`src/rtl/adf4158_ctrl.sv`:
```
// ADF4158 power-up controller: chip enable, settle, then 10 serial register writes.
// Optional macro ADF4158_TXDATA_EN enables the txdata_o ramp-trigger square wave.
module adf4158_ctrl #(
    parameter int unsigned DIV       = 4,
    parameter int unsigned INIT_WAIT = 16,
    parameter int unsigned RAMP_HALF = 1000,
    parameter logic [31:0] R7  = 32'h0000_0007,
    parameter logic [31:0] R6A = 32'h0000_1F46,
    parameter logic [31:0] R6B = 32'h0080_1F46,
    parameter logic [31:0] R5A = 32'h0000_0FFD,
    parameter logic [31:0] R5B = 32'h0080_0005,
    parameter logic [31:0] R4  = 32'h0018_0104,
    parameter logic [31:0] R3  = 32'h0000_0443,
    parameter logic [31:0] R2  = 32'h0700_800A,
    parameter logic [31:0] R1  = 32'h0000_0001,
    parameter logic [31:0] R0  = 32'h8030_0000
) (
    input  logic clk_i,
    input  logic rst_n_i,
    output logic ce_o,
    output logic le_o,
    output logic clk_o,
    output logic data_o,
    output logic txdata_o,
    output logic done_o
);

    typedef enum logic [2:0] {
        S_INIT, S_SHIFT, S_LATCH, S_GAP, S_DONE
    } state_t;

    localparam int unsigned CMAX = (INIT_WAIT > DIV) ? INIT_WAIT : DIV;
    localparam int unsigned CW   = $clog2(CMAX + 1);
    localparam logic [CW-1:0] C_INIT = CW'(INIT_WAIT);
    localparam logic [CW-1:0] C_LAST = CW'(DIV - 1);
    localparam logic [CW-1:0] C_HIGH = CW'(DIV / 2 - 1);

    state_t        state_q, state_d;
    logic [CW-1:0] cnt_q, cnt_d;
    logic [4:0]    bit_q, bit_d;
    logic [3:0]    idx_q, idx_d;
    logic          ce_q, ce_d;
    logic          le_q, le_d;
    logic          sclk_q, sclk_d;
    logic          data_q, data_d;
    logic          done_q, done_d;
    logic [31:0]   cur_w, nxt_w;

    function automatic logic [31:0] word_at(input logic [3:0] i);
        case (i)
            4'd0:    word_at = R7;
            4'd1:    word_at = R6A;
            4'd2:    word_at = R6B;
            4'd3:    word_at = R5A;
            4'd4:    word_at = R5B;
            4'd5:    word_at = R4;
            4'd6:    word_at = R3;
            4'd7:    word_at = R2;
            4'd8:    word_at = R1;
            default: word_at = R0;
        endcase
    endfunction

    assign cur_w = word_at(idx_q);
    assign nxt_w = word_at(idx_q + 4'd1);

    // Sequencer next-state: data only changes on the clk_o falling phase.
    always_comb begin
        state_d = state_q;
        cnt_d   = cnt_q;
        bit_d   = bit_q;
        idx_d   = idx_q;
        ce_d    = ce_q;
        le_d    = le_q;
        sclk_d  = sclk_q;
        data_d  = data_q;
        done_d  = done_q;
        case (state_q)
            S_INIT: begin
                ce_d = 1'b1;
                if (cnt_q == C_INIT) begin
                    state_d = S_SHIFT;
                    cnt_d   = '0;
                    bit_d   = 5'd31;
                    idx_d   = 4'd0;
                    sclk_d  = 1'b0;
                    data_d  = R7[31];
                end else begin
                    cnt_d = cnt_q + CW'(1);
                end
            end
            S_SHIFT: begin
                if (cnt_q == C_LAST) begin
                    cnt_d  = '0;
                    sclk_d = 1'b0;
                    if (bit_q == 5'd0) begin
                        state_d = S_LATCH;
                        le_d    = 1'b1;
                        data_d  = 1'b0;
                    end else begin
                        bit_d  = bit_q - 5'd1;
                        data_d = cur_w[bit_q - 5'd1];
                    end
                end else begin
                    cnt_d  = cnt_q + CW'(1);
                    sclk_d = (cnt_q >= C_HIGH);
                end
            end
            S_LATCH: begin
                if (cnt_q == C_LAST) begin
                    state_d = S_GAP;
                    cnt_d   = '0;
                    le_d    = 1'b0;
                end else begin
                    cnt_d = cnt_q + CW'(1);
                end
            end
            S_GAP: begin
                if (cnt_q == C_LAST) begin
                    cnt_d = '0;
                    if (idx_q == 4'd9) begin
                        state_d = S_DONE;
                        done_d  = 1'b1;
                    end else begin
                        state_d = S_SHIFT;
                        idx_d   = idx_q + 4'd1;
                        bit_d   = 5'd31;
                        data_d  = nxt_w[31];
                    end
                end else begin
                    cnt_d = cnt_q + CW'(1);
                end
            end
            S_DONE: begin
                ce_d   = 1'b1;
                le_d   = 1'b0;
                sclk_d = 1'b0;
                data_d = 1'b0;
                done_d = 1'b1;
            end
            default: state_d = S_INIT;
        endcase
    end

    // Sequencer registers; every pin output comes straight from a flop.
    always_ff @(posedge clk_i or negedge rst_n_i) begin
        if (!rst_n_i) begin
            state_q <= S_INIT;
            cnt_q   <= '0;
            bit_q   <= 5'd31;
            idx_q   <= 4'd0;
            ce_q    <= 1'b0;
            le_q    <= 1'b0;
            sclk_q  <= 1'b0;
            data_q  <= 1'b0;
            done_q  <= 1'b0;
        end else begin
            state_q <= state_d;
            cnt_q   <= cnt_d;
            bit_q   <= bit_d;
            idx_q   <= idx_d;
            ce_q    <= ce_d;
            le_q    <= le_d;
            sclk_q  <= sclk_d;
            data_q  <= data_d;
            done_q  <= done_d;
        end
    end

    assign ce_o   = ce_q;
    assign le_o   = le_q;
    assign clk_o  = sclk_q;
    assign data_o = data_q;
    assign done_o = done_q;

`ifdef ADF4158_TXDATA_EN
    localparam int unsigned RW = $clog2(RAMP_HALF + 1);
    localparam logic [RW-1:0] R_LAST = RW'(RAMP_HALF - 1);

    logic [RW-1:0] rcnt_q, rcnt_d;
    logic          tx_q, tx_d;

    // Ramp trigger: toggle every RAMP_HALF cycles once programming is done.
    always_comb begin
        rcnt_d = rcnt_q;
        tx_d   = tx_q;
        if (done_q) begin
            if (rcnt_q == R_LAST) begin
                rcnt_d = '0;
                tx_d   = ~tx_q;
            end else begin
                rcnt_d = rcnt_q + RW'(1);
            end
        end
    end

    // Ramp trigger registers.
    always_ff @(posedge clk_i or negedge rst_n_i) begin
        if (!rst_n_i) begin
            rcnt_q <= '0;
            tx_q   <= 1'b0;
        end else begin
            rcnt_q <= rcnt_d;
            tx_q   <= tx_d;
        end
    end

    assign txdata_o = tx_q;
`else
    assign txdata_o = 1'b0;
`endif

endmodule

```
`config.mk`:
```
export PLATFORM = sky130hd
export DESIGN_NAME = adf4158_ctrl
export DESIGN_NICKNAME = d
export VERILOG_FILES = /design/src/rtl/adf4158_ctrl.sv
export SDC_FILE = /design/constraint.sdc
export NUM_CORES = 1
export LEC_CHECK = 0
export CAP_MARGIN = 15
export CELL_PAD_IN_SITES_DETAIL_PLACEMENT = 0
export CELL_PAD_IN_SITES_GLOBAL_PLACEMENT = 1
export CORE_UTILIZATION = 35
export CTS_BUF_LIST = sky130_fd_sc_hd__clkbuf_2 sky130_fd_sc_hd__clkbuf_4 sky130_fd_sc_hd__clkbuf_8
export DETAILED_ROUTE_END_ITERATION = 7
export PLACE_DENSITY_LB_ADDON = 0.12
export SYNTH_ARGS = -nofsm -noshare
export SYNTH_HDL_FRONTEND = slang
export SYNTH_SLANG_ARGS = --single-unit
```
`constraint.sdc`:
```
create_clock -name clk_i -period 2.7 [get_ports clk_i]
set_input_delay 0.81 -clock clk_i [delete_from_list [all_inputs] [get_ports clk_i]]
set_output_delay 0.81 -clock clk_i [all_outputs]
set_load 0.02 [all_outputs]
```
==> impl_results.md <==
* Status: finished with violations
* Failing checks: design-rule violations
* Min Clock Period, post-route at 2.37 ns
* Simple-Gate Fraction of Synth Area at 25.7%
* Max Cap Violations at 0
* Worst setup SP type: flop
* # Post-CTS Setup Buffers at 0
* Leak at 0.000756 uW
* Vias in the first global route at 1301
* Final Hold Fails at 0
* Diodes inserted at 0
* Mux contribution to synthesized area at 1.88%
* Post-synthesis sequential area ratio at 33.4%
* Final TNS setup at 0 ns
* Core ar. at 0.00447 sq mm
* Number of distinct library cells after synthesis at 54
* GRT Resource Usage Total at 15.8%
* Total CTS buffers at 3
* DIE AREA at 0.00504 sq mm
* Die X at 71.0 um
* Ys Warns at 0
* Post-CTS Hold Buffers at 0
* Avg Inst Size Synth at 8.64 sq um
* Post-synthesis cell area at 0.00167 sq mm
* Worst clock skew at 0.00928 ns
* CP arrival at 2.57 ns
* Antenna Violating Nets Remaining at 0
* Crit path max fanout at 18
* XOR/XNOR Fraction of Synth Area at 2.10%
* Area delta synth->final at 9.23%
* Syn nets at 207
* DRC at 1
* Asr flop ratio synth at 100%
* #FFs+latches synth at 22
* Worst-path clk slew at 0.08 ns
* Vias at 1406
* Compound-cell area share of the yosys netlist at 21.8%
* Reg2reg path depth at 8
* Initial antenna violation count at 0
* Max_slew headroom at 64.1%
* CTS tree: built
* DRT Wirelength at 3610 um
* CP Launch Point: bit_q[0]$_DFFE_PN1P_
* Post-synthesis adder-cell area fraction at 9.01%
* FF-to-FF Start: bit_q[0]$_DFFE_PN1P_
* Storage cell area at 557 sq um
* Setup CP Type: reg2reg
* Wirelength per Cell at 14.6 um
* EDFF count, synth at 0
* Measured slew at the worst slew-check pin at 0.539 ns
* Port Buf Inserts at 6
* IR drop worst, VDD at 0.169 mV
* H-tree Lvls at 1
* Fillers at 452
* Sink Count at 22
* Synth Instances at 193
* Ratio of cells with drive above 1 in the final layout at 11.8%
* Hpwl dp at 2620 um
* Worst EP required at 2.90 ns
* Area of the multi-input gates at 0.00102 sq mm
* Ys flop type: dfrtp_1
* GRT overflow at 0
* Ports at 8
* Hold Crit Start: ce_o$_DFFE_PN0P_
* Row cnt at 24
* Pwr Density at 318 mW/mm^2
* Final non-filler cell area at 0.00182 sq mm
* Final core occ at 40.7%
* First-pass GRT wire length at 6370 um
* Final RePlAce weighted congestion at 0.865
* Tcrit/Tclk final at 88.0%
* Chip height at 71.0 um
* Final max-slew violation count at 0
* Clock Path Buffers at 2
* Nets at 210
* Crit. End Element: flop
* Initial drt markers at 98
* Clock root cell: clkbuf_8
* Via density at 5.69
* Worst min-delay path category: reg2reg
* 1st-pass router iterations at 6
* Hold path cells at 1
* Initial Util at 37.2%
* Dpl cell area at 0.00176 sq mm
* Largest family of logic cells by synthesized area: simple AND/OR/NAND/NOR gates
* RSZ-0062 raised after global routing: false
* Final setup vio count at 0
* Largest net degree at the start of global routing at 23
* Fmax at 421 MHz
* Worst-Skew Late Latency at 0.27 ns
-- metrics by stage --
stage          hold WS [ns]  setup slack [ns]  std cells  total power, uW
2_1_floorplan         0.488             0.145        193              338
3_3_place_gp          0.452             0.361        243              346
3_5_place_dp          0.459             0.240        243              347
4_1_cts               0.478             0.198        247              593
5_1_grt               0.489             0.177        247              605
6_report              0.470             0.325        247              579
-- cells by family after synthesis --
logic type / count (synthesis)
other cells: 1
compound gates: 55
mux: 3
xor+xnor: 4
flops: 22
buf+inv: 22
simple gates: 74
fa+ha+maj: 12
-- cell type report --
cell class	count	area share, %
Inverter	11	2.27
Clock buffer	4	3.02
Tap cell	52	3.57
Multi-Input combinational cell	149	56.0
Sequential cell	22	30.6
Timing Repair Buffer	9	4.54
-- path summary, 6_finish.rpt --
path,to,slack [ns]
max in group asynchronous,bit_q[1]$_DFFE_PN1P_,1.55
min,ce_o$_DFFE_PN0P_,0.47
max reg2reg,data_o$_DFFE_PN0P_,0.33
max,data_o$_DFFE_PN0P_,0.33
min reg2reg,ce_o$_DFFE_PN0P_,0.47
min in group asynchronous,ce_o$_DFFE_PN0P_,0.88
-- worst max-delay path, cell delays in order, from the launching register on --
cell	delay, ns
dfstp_2	0.71
inv_1	0.08
ha_1	0.42
nor2b_1	0.28
nor2_1	0.08
a2111o_1	0.39
o211ai_1	0.09
nand4_1	0.11
a31oi_1	0.13
-- report_power, final --
part / internal (uW) / total [uW] / switching [uW]
registers: 330 / 330 / 0
clock network: 130 / 240 / 110
logic: 2.21 / 9.79 / 7.58
-- cells in the mapped netlist (all sizes together) (3+ instances only) --
master  count  area (sq um)
nor4        4          46.3
nor2b       3          18.8
xnor2       4          35.0
nand2      17          63.8
o31ai       3          22.5
buf         5          33.8
and2        4          25.0
a21oi      12          63.8
dfrtp      17           425
o21ai      14          70.1
or2         3          18.8
dfstp       5           131
clkbuf      6          22.5
nand3       4          20.0
a31oi       6          37.5
nor3       10          50.1
nand2b      4          25.0
nor2       14          60.1
ha         12           150
inv        11          41.3
-- registers in the layout, indices dropped and copies added, names as in the netlist --
| register | count |
|---|---|
| cnt_q | 5 |
| data_o | 1 |
| clk_o | 1 |
| done_o | 1 |
| idx_q | 4 |
| ce_o | 1 |
| le_o | 1 |
| bit_q | 5 |
| state_q | 3 |
-- what timing repair did --
action | in CTS | in global routing
gates resized for setup | 0 | 1
hold endpoints to repair | 0 | 0
setup endpoints to repair | 0 | 1
-- cell usage in the layout (no fill, tap or decap), drive strengths merged, types with 4 or more instances in the layout --
cell	n
ha	12
dfstp	5
a31oi	6
clkdlybuf4s50	6
clkbuf	4
nand3	4
a21oi	12
inv	11
and2	4
dfrtp	17
xnor2	4
nor4	4
nand2b	4
nor3	10
nor2	14
nand2	17
o21ai	14
-- per-layer routing --
| metal | global-route usage, % | part of all wire, % |
|---|---|---|
| met3 | 2.71 | 3.7 |
| met4 | 4.67 | 1.3 |
| met5 | 0 | 0 |
| met2 | 24.8 | 46 |
| met1 | 22.4 | 49 |
No activity file was read; power rests on OpenSTA's default activity.
